## src/rtl/fetch_queue_pkg.sv

```systemverilog
// Shared RV32I defaults for the fetch front end: reset PC, NOP encoding, data width
// and the fetch sequencer state codes.
package fetch_queue_pkg;

  localparam int unsigned XLEN_DEFAULT     = 32;
  localparam logic [31:0] RESET_PC_DEFAULT = 32'h0000_0000;
  localparam logic [31:0] NOP_INSN         = 32'h0000_0013;

  localparam logic [1:0] ST_RUN        = 2'd0;
  localparam logic [1:0] ST_FAULT_PUSH = 2'd1;
  localparam logic [1:0] ST_HALT       = 2'd2;

endpackage

```

## src/rtl/fetch_fifo.sv

```systemverilog
// Synchronous DEPTH x WIDTH FIFO with flush, combinational head read and occupancy count.
// Push and pop are individually guarded so the queue can never overflow or underflow.
module fetch_fifo
  import fetch_queue_pkg::*;
#(
  parameter int unsigned WIDTH = 65,
  parameter int unsigned DEPTH = 4
) (
  input  logic                     clk,
  input  logic                     reset,
  input  logic                     flush,
  input  logic                     push,
  input  logic [WIDTH-1:0]         push_data,
  input  logic                     pop,
  output logic [WIDTH-1:0]         head_data,
  output logic [$clog2(DEPTH):0]   count
);

  localparam int unsigned AW = $clog2(DEPTH);
  localparam int unsigned CW = AW + 1;

  logic [WIDTH-1:0] mem_q [DEPTH];
  logic [AW-1:0]    wr_ptr_q, wr_ptr_d;
  logic [AW-1:0]    rd_ptr_q, rd_ptr_d;
  logic [CW-1:0]    count_q, count_d;
  logic             push_ok, pop_ok;

  always_comb begin
    pop_ok   = pop && (count_q != '0);
    // a full queue still accepts a push when the head leaves in the same cycle
    push_ok  = push && ((count_q != CW'(DEPTH)) || pop_ok);
    wr_ptr_d = wr_ptr_q;
    rd_ptr_d = rd_ptr_q;
    count_d  = count_q;
    if (flush) begin
      wr_ptr_d = '0;
      rd_ptr_d = '0;
      count_d  = '0;
    end else begin
      if (push_ok) wr_ptr_d = wr_ptr_q + 1'b1;
      if (pop_ok)  rd_ptr_d = rd_ptr_q + 1'b1;
      count_d = count_q + CW'(push_ok) - CW'(pop_ok);
    end
  end

  always_ff @(posedge clk) begin
    if (reset) begin
      wr_ptr_q <= '0;
      rd_ptr_q <= '0;
      count_q  <= '0;
    end else begin
      wr_ptr_q <= wr_ptr_d;
      rd_ptr_q <= rd_ptr_d;
      count_q  <= count_d;
    end
  end

  always_ff @(posedge clk) begin
    if (!reset && !flush && push_ok) mem_q[wr_ptr_q] <= push_data;
  end

  assign head_data = mem_q[rd_ptr_q];
  assign count     = count_q;

endmodule

```

## src/rtl/fetch_queue.sv

```systemverilog
// Instruction fetch queue: sequential PC fetch into a small FIFO with redirect/flush.
// Define FETCH_QUEUE_MISALIGN_CHECK_EN to fault misaligned redirect targets instead of aligning them.
module fetch_queue
  import fetch_queue_pkg::*;
#(
  parameter int unsigned      XLEN     = XLEN_DEFAULT,
  parameter int unsigned      DEPTH    = 4,
  parameter logic [XLEN-1:0]  RESET_PC = XLEN'(RESET_PC_DEFAULT)
) (
  input  logic                     clk,
  input  logic                     reset,
  input  logic                     i_redirect,
  input  logic [XLEN-1:0]          i_redirect_PC,
  output logic                     o_imem_req,
  output logic [XLEN-1:0]          o_imem_addr,
  input  logic [XLEN-1:0]          i_imem_data,
  output logic                     o_valid,
  input  logic                     i_ready,
  output logic [XLEN-1:0]          o_PC,
  output logic [XLEN-1:0]          o_Instruction,
  output logic                     o_fault,
  output logic [$clog2(DEPTH):0]   o_count
);

  localparam int unsigned CW = $clog2(DEPTH) + 1;
  localparam int unsigned EW = 2 * XLEN + 1;

  logic [XLEN-1:0] fetch_pc_q, fetch_pc_d;
  logic [XLEN-1:0] req_addr_q, req_addr_d;
  logic            inflight_q, inflight_d;
  logic [1:0]      state_q, state_d;

  logic [CW-1:0]   count;
  logic [EW-1:0]   head_data, push_data;
  logic            push, pop, req;
  logic [XLEN-1:0] target;
  logic            target_fault;

`ifdef FETCH_QUEUE_MISALIGN_CHECK_EN
  assign target       = i_redirect_PC;
  assign target_fault = (i_redirect_PC[1:0] != 2'b00);
`else
  assign target       = i_redirect_PC & ~XLEN'(3);
  assign target_fault = 1'b0;
`endif

  always_comb begin
    req = 1'b0;
    if (!reset && !i_redirect && (state_q == ST_RUN))
      req = (count + CW'(inflight_q)) < CW'(DEPTH);

    push      = 1'b0;
    push_data = {req_addr_q, i_imem_data, 1'b0};
    if (state_q == ST_FAULT_PUSH) begin
      push      = 1'b1;
      push_data = {fetch_pc_q, XLEN'(NOP_INSN), 1'b1};
    end else if (inflight_q) begin
      push = 1'b1;
    end
    pop = o_valid && i_ready;

    fetch_pc_d = fetch_pc_q;
    req_addr_d = req_addr_q;
    state_d    = state_q;
    inflight_d = req;
    if (req) begin
      req_addr_d = fetch_pc_q;
      fetch_pc_d = fetch_pc_q + XLEN'(4);
    end
    // a redirect cancels any response landing this cycle via the FIFO flush
    if (i_redirect) begin
      fetch_pc_d = target;
      state_d    = target_fault ? ST_FAULT_PUSH : ST_RUN;
    end else if (state_q == ST_FAULT_PUSH) begin
      state_d = ST_HALT;
    end
  end

  always_ff @(posedge clk) begin
    if (reset) begin
      fetch_pc_q <= RESET_PC;
      req_addr_q <= '0;
      inflight_q <= 1'b0;
      state_q    <= ST_RUN;
    end else begin
      fetch_pc_q <= fetch_pc_d;
      req_addr_q <= req_addr_d;
      inflight_q <= inflight_d;
      state_q    <= state_d;
    end
  end

  fetch_fifo #(
    .WIDTH (EW),
    .DEPTH (DEPTH)
  ) u_fifo (
    .clk       (clk),
    .reset     (reset),
    .flush     (i_redirect),
    .push      (push),
    .push_data (push_data),
    .pop       (pop),
    .head_data (head_data),
    .count     (count)
  );

  // Outputs read zero while in reset or while the queue is empty.
  assign o_imem_req    = req;
  assign o_imem_addr   = fetch_pc_q;
  assign o_valid       = !reset && (count != '0);
  assign o_count       = reset ? '0 : count;
  assign o_PC          = o_valid ? head_data[EW-1 -: XLEN] : '0;
  assign o_Instruction = o_valid ? head_data[XLEN:1] : '0;
  assign o_fault       = o_valid && head_data[0];

endmodule

```

## config.mk

```make
export PLATFORM = sky130hd
export DESIGN_NAME = fetch_queue
export DESIGN_NICKNAME = d
export VERILOG_FILES = /design/src/rtl/fetch_queue_pkg.sv /design/src/rtl/fetch_fifo.sv /design/src/rtl/fetch_queue.sv
export SDC_FILE = /design/constraint.sdc
export NUM_CORES = 1
export LEC_CHECK = 0
export BUFFER_PORTS_ARGS = -buffer_cell sky130_fd_sc_hd__buf_2
export CELL_PAD_IN_SITES_DETAIL_PLACEMENT = 1
export CELL_PAD_IN_SITES_GLOBAL_PLACEMENT = 1
export CORE_MARGIN = 2
export CORE_UTILIZATION = 52
export DETAILED_ROUTE_END_ITERATION = 10
export PLACE_DENSITY_LB_ADDON = 0.1
export SLEW_MARGIN = 15
export SYNTH_ARGS = -nofsm -noshare
export SYNTH_HDL_FRONTEND = slang
export SYNTH_HIERARCHICAL = 1
export SYNTH_SLANG_ARGS = --single-unit
```

## constraint.sdc

```tcl
create_clock -name clk -period 4.9 [get_ports clk]
set_input_delay 0.49 -clock clk [delete_from_list [all_inputs] [get_ports clk]]
set_output_delay 0.49 -clock clk [all_outputs]
set_load 0.02 [all_outputs]
```

==> results.md, run 1 <==
- Status: completed
- FP Rows: 58
- WL final: 29000 um
- Synth top area share: between 50% and 60%
- PwrDens: roughly 380 nW/um^2
- Core area: between 20000 and 25000 um^2
- CP endpoint kind: output port
- DR vias/cell: 5.56
- # diodes: 0
- Slew HR: a little over a quarter
- Final Hold Fails: 0
- Sequential share of the synthesized area: between 70% and 80%
- Via count: between 7000 and 8000
- Mean Syn Cell Area: 16.1 um^2
- Worst min path class: input pin to flop
- I/O Buffers: between 150 and 200
- Layout Nets: 1076
- Crit-path slowest cell: dfxtp_4
- Crit path depth: 4
- Post-DR wirelength/cell: ~21 um
- Peak supply drop: ~0.00031 V
- Max Fclk: approximately 310 MHz
- I/O Pins: 170
- Pleak: roughly 5.5 nW
- CP max FO: 43
- First-pass GRT wire length: ~46000 um
- Antenna Violating Nets Remaining: 0
- Post-CTS Setup Inserts: 0
- Share of cells above drive strength 1: about 29%
- Final Wtd Congestion: roughly 0.85
- Yosys top cell by area: edfxtp_1
- Pin count of the biggest net entering global routing: 67
- Yosys warnings: 6
- Drt initial violations: 419
- Commonest non-fill, non-tap cell in the layout: edfxtp_1
- Clock sinks: 330
- Syn Inst Count: a little over 800
- Worst-path cell chain: buf_4, mux4_2, and2_1, buf_2
- Most frequent cells in the layout: edfxtp_1 (260), buf_2 (165), nand2_1 (84)
- Initial antenna violation count: 0
- Worst endpoint data arrival time: 2750 ps
- # placed instances: 1293
- Critical Path Source Type: flop
- P&R area growth vs syn: 17.1%
- Final period util: between 60% and 70%
- RSZ-0062 raised after global routing: no
- Max-cap viol count: 0
- H-tree levels: 2
- Critical path class: flop to output port
- Post-synth ARST share: 0%
- Initial cell density of the core: between 50 and 60%
- Final WS setup: ~1700 ps
- Slew @ Worst Pin: 1090 ps
- Post-cts sizing count: 0
- Setup violations, final: 0
- Root Driver: clkbuf_16
- Primary FF master, synth: edfxtp_1
- CP delay by family, top: flip-flops
- Post-Place Worst Slack: roughly 1600 ps
- Synth area leaders: edfxtp_1 (59%), mux4_2 (11%), dfxtp_1 (11%), and2_1 (3.3%), nand2_1 (2.4%)
- Grt ovf: 0
- Cells on worst reg2reg path: 13
- Area after DPL: around 14000 um^2
- DRC viols: 0
- Final Max Tran Viols: 0
- Post-synth EDFFs: between 200 and 300
- WHS Path Cells: 1
- Crit path required time: about 4400 ps
- Longest Clk Path Bufs: 3
- Fill count: roughly 2400
- CTS Buf Count: 35
- Finished Cell Area: ~15000 um^2
- Die height: about 160 um
- Post-layout util: between 60% and 70%
- Clock latency on the worst-skew pair: 500 ps
- Post-Synthesis Cell Area: between 10000 and 15000 um^2
- Total track usage: roughly 22%
- Pre-antenna DRT Iters: 4
- Max Clock Skew: 17.7 ps
- #FFs+latches synth: 330
- Worst-path clk slew: roughly 60 ps
- Vias in the first global route: 8098
- CP peak stage delay: around 920 ps
- Synth cell types: 52
- Final setup TNS: 0 ps
- Hold buffer count at cts: 0
- Area of the die: 26500 um^2
- Hpwl dp: 18000 um
- CTS tree: built
- Final std cells w/o fill: 1354
- Final min period: around 3200 ps
- CP Buf/Inv Count: 2
- Die X: approximately 160 um
==> sequential cells by signal, indices dropped and copies added, names as in the netlist, named ones only <==
name / cells
req_addr_q: 30
u_fifo/mem_q: 260
inflight_q: 1
o_imem_addr: 30
u_fifo/rd_ptr_q: 2
u_fifo/count: 3
u_fifo/wr_ptr_q: 2
==> worst reg2reg max path, stage by stage (launching register included) <==
cell and delay (ps):
dfxtp_1 380, nor2b_1 170, or3_2 460, and2_1 200
o41a_1 450, inv_1 100, ha_1 230, inv_1 60
ha_1 130, inv_1 50, fa_1 370, xnor2_1 170
xnor2_1 150, nor3_1 60
==> final timing paths <==
check / startpoint / end / slack [ps]
max: flop / o_Instruction[19] / 1660
min: i_imem_data[8] / u_fifo/mem_q[1][9] / 210
max reg2reg: u_fifo/count[2] / u_fifo/count[2] / 1810
min reg2reg: req_addr_q[10] / req_addr_q[10] / 500
==> metal layers <==
metal	track usage (%)	routed length [um]	vias to the layer above	share of wire [%]
li1	-	-	3473	-
met1	31.5	13000	3822	45
met2	37.2	14200	199	49
met3	3.74	1410	29	4.9
met4	4.75	364	0	1.3
met5	0	0	-	0
==> power breakdown <==
part	total [W]	internal (W)	switching (W)	leakage, nW
clock	0.00252	0.00150	0.00101	0.525
sequential	0.00311	0.00306	0.0000554	2.90
combinational	0.000219	0.0000794	0.000140	2.05
==> cell usage after synthesis, drive strengths merged, types with 11 or more instances <==
| cell type | instances |
|---|---|
| nand3 | 38 |
| nor4 | 11 |
| inv | 12 |
| nor3 | 11 |
| mux4 | 65 |
| a211oi | 16 |
| edfxtp | 260 |
| and2 | 69 |
| dfxtp | 70 |
| nand2 | 84 |
| buf | 18 |
| xnor2 | 20 |
| nor2 | 23 |
| clkbuf | 27 |
==> logic make-up (layout without fill, tap and decap cells) <==
logic type	after synthesis	in the layout	share of synthesized area [%]
AOI/OAI and AO/OA	55	55	2.88
xor gates and xnor gates	27	27	1.80
adders and majority gates	8	8	0.820
buffers and inverters	58	252	2.30
DFF	330	330	70.1
muxes	67	67	11.3
other	1	14	0.0286
and+or+nand+nor	271	271	10.7
==> layout make-up <==
| cell class | count | area (um^2) | share of cell area [%] |
|---|---|---|---|
| clock buffers | 51 | 988 | 6.43 |
| flip-flops and latches | 330 | 9220 | 59.9 |
| inverters | 13 | 48.8 | 0.317 |
| clock inverters | 10 | 97.6 | 0.635 |
| multi-input cells | 442 | 3690 | 24.0 |
| repair buffers | 178 | 923 | 6.01 |
| well taps | 330 | 413 | 2.69 |
==> through the flow <==
| stage | total power (W) | hold WS [ps] |
|---|---|---|
| 2_1_floorplan | 0.00328 | 460 |
| 3_3_place_gp | 0.00338 | 480 |
| 3_5_place_dp | 0.00339 | 494 |
| 4_1_cts | 0.00590 | 191 |
| 5_1_grt | 0.00604 | 195 |
| 6_report | 0.00585 | 212 |
Note: power is estimated with default switching activity, not from simulation.
==> run 2: changes to the inputs <==
Settings changed: CORE_UTILIZATION 52 to 48.
Clock period 4.9 ns to 3 ns, I/O delays scaled along.
==> run 2 against run 1 <==
Compared with the run above: sequential cell count did not move; combinational power rose by 67%; sequential power rose by 64%; worst hold slack got worse by 190 ps; worst setup slack got worse by 1400 ps; clock power rose by 55%; via count barely moved; global-route usage fell by 1.9 points; cell area rose by 0.59%; first-iteration DRC count rose by 20%; register-to-register slack got worse by 1600 ps; largest cell class unchanged; highest routed layer unchanged.
==> results.md, run 2 (synthesis results as in run 1) <==
- Status: completed
- I/O Pins: 170 (unchanged)
- CTS Buf Count: 35 (unchanged)
- Post-layout util: 57.5% (-4.0 points)
- Total track usage: 20.5% (-1.9 points)
- Initial cell density of the core: 48.8% (-3.7 points)
- Layout Nets: 1083 (+0.65%)
- I/O Buffers: 165 (unchanged)
- Antenna Violating Nets Remaining: 0 (unchanged)
- PwrDens: 605 nW/um^2 (+59%)
- Peak supply drop: 0.000310 V (+0.66%)
- Most frequent cells in the layout: edfxtp_1 (260), buf_2 (165), nand2_1 (84)
- Via count: 7518 (-0.066%)
- Clock latency on the worst-skew pair: 500 ps (about the same)
- Grt ovf: 0 (unchanged)
- # diodes: 0 (unchanged)
- Final setup TNS: 0 ps (unchanged)
- Post-DR wirelength/cell: 21.0 um (-2.1%)
- Hold buffer count at cts: 0 (unchanged)
- Largest register FFs: 260 (unchanged)
- Worst Setup SP: u_fifo/count[0]
- Fill count: 2586 (+9.8%)
- Worst-path clk slew: 60 ps (about the same)
- Max-cap viol count: 0 (unchanged)
- Pleak: 5.49 nW (+0.30%)
- Post-Place Worst Slack: 60.4 ps (-1560 ps)
- Final Wtd Congestion: 0.781 (-8.3%)
- Max Fclk: 361 MHz
- Clock sinks: 330 (unchanged)
- Area of the die: 28700 um^2 (+8.1%)
- CP endpoint kind: flop
- Hpwl dp: 18100 um (+0.55%)
- Final Max Tran Viols: 0 (unchanged)
- Pre-antenna DRT Iters: 4 (unchanged)
- Slew @ Worst Pin: 1080 ps (-15.2 ps)
- Pin count of the biggest net entering global routing: 67 (unchanged)
- DRC viols: 0 (unchanged)
- Final WS setup: 233 ps (-1430 ps)
- Share of cells above drive strength 1: 30.6% (+1.3 points)
- Final std cells w/o fill: 1372 (+1.3%)
- Longest Clk Path Bufs: 3 (unchanged)
- Reg-to-Reg Start: u_fifo/count[0]
- DR vias/cell: 5.48 (-1.4%)
- Hold_sp: i_imem_data[13]
- CP most frequent cell: inv_1
- Post-CTS Setup Inserts: 0 (unchanged)
- Slew HR: 28.1% (+1.0 points)
- Commonest non-fill, non-tap cell in the layout: edfxtp_1
- Critical path class: flop to flop
- Initial antenna violation count: 0 (unchanged)
- Crit path required time: 3420 ps (-990 ps)
- Worst min path class: input pin to flop
- Drt initial violations: 501 (+20%)
- P&R area growth vs syn: 17.8%
- WL final: 28700 um (-0.78%)
- Root Driver: clkbuf_16
- Final min period: ~2800 ps
- FP Rows: 60 (+3.4%)
- Crit-path slowest cell: or3_4
- Max Clock Skew: 13.6 ps (-4.14 ps)
- Die X: 169 um (+4.0%)
- H-tree levels: 2 (unchanged)
- Final hold slack: 19.5 ps (-192 ps)
- CTS tree: built
- Final period util: just over 90%
- Worst endpoint data arrival time: 3180 ps (+430 ps)
- Die height: 169 um (+4.0%)
- CP max FO: 6 (-86%)
- Critical Path Source Type: flop
- RSZ-0062 raised after global routing: no
- Core area: 26900 um^2 (+7.7%)
- Post-cts sizing count: 0 (unchanged)
- Biggest register: u_fifo/mem_q
- Worst-path cell chain: nor2b_4, or3_4, and2_1, o41a_1, inv_1, ha_1, inv_1, ha_1, inv_1, fa_2, xnor2_2, xnor2_1, nor3_1
- CP peak stage delay: 380 ps (-540 ps)
- Setup violations, final: 0 (unchanged)
- Final Hold Fails: 0 (unchanged)
- First-pass GRT wire length: 45300 um (-0.80%)
- Vias in the first global route: 8104 (+0.074%)
- # placed instances: 1311 (+1.4%)
## run 2: cell types whose count changed in the layout (fill, tap and decap cells not counted), moves of 2 or more
cell       change
clkbuf_1       -4
nor2b_1        -3
buf_4          +4
nor2b_4        +3
clkinv_1       +3
buf_12         +3
bufinv_16      -2
dfxtp_1        -2
dfxtp_2        +2
## run 2: path summary, 6_finish.rpt
path         slack [ps]                   to  cells past startpoint
min reg2reg         500       req_addr_q[12]                      2
max reg2reg         230      u_fifo/count[2]                     13
min                  20  u_fifo/mem_q[0][14]                      1
max                 230      u_fifo/count[2]                     13
## run 2: critical path, delay by kind of cell (launching register included)
kind,cells,cell delay [ps]
fa+ha+maj,3,700
xor+xnor,2,280
buf+inv,3,180
flops,1,350
compound gates,1,330
simple gates,4,870
## run 2: area by class of cell
cell class | instances | area [um^2] | share of cell area [%]
Timing Repair Buffer | 185 | 1010 | 6.55
Multi-Input combinational cell | 442 | 3720 | 24.1
Inverter | 13 | 48.8 | 0.316
Sequential cell | 330 | 9220 | 59.6
Clock buffer | 46 | 960 | 6.20
Clock inverter | 15 | 75.1 | 0.485
Tap cell | 341 | 427 | 2.76
## run 2: stage by stage
step | instance area, um^2 | total power [W]
finish | 15500 | 0.00935
global route | 15500 | 0.00965
CTS | 15500 | 0.00945
detailed placement | 14400 | 0.00555
global placement | 14400 | 0.00554
floorplan | 13200 | 0.00536
## run 2: per-layer routing
| layer | wire length, um | vias to the layer above | track usage, % |
|---|---|---|---|
| met4 | 542 | 0 | 5.39 |
| met5 | 0 | - | 0 |
| met1 | 12900 | 3768 | 28.0 |
| met3 | 1530 | 45 | 3.80 |
| li1 | - | 3490 | - |
| met2 | 13800 | 215 | 34.2 |
## run 2: power breakdown
part           switching, W  leakage (nW)  internal, W  total [W]
combinational      0.000230          2.09     0.000136   0.000366
sequential        0.0000898          2.90      0.00500    0.00509
clock               0.00165         0.498      0.00225    0.00390
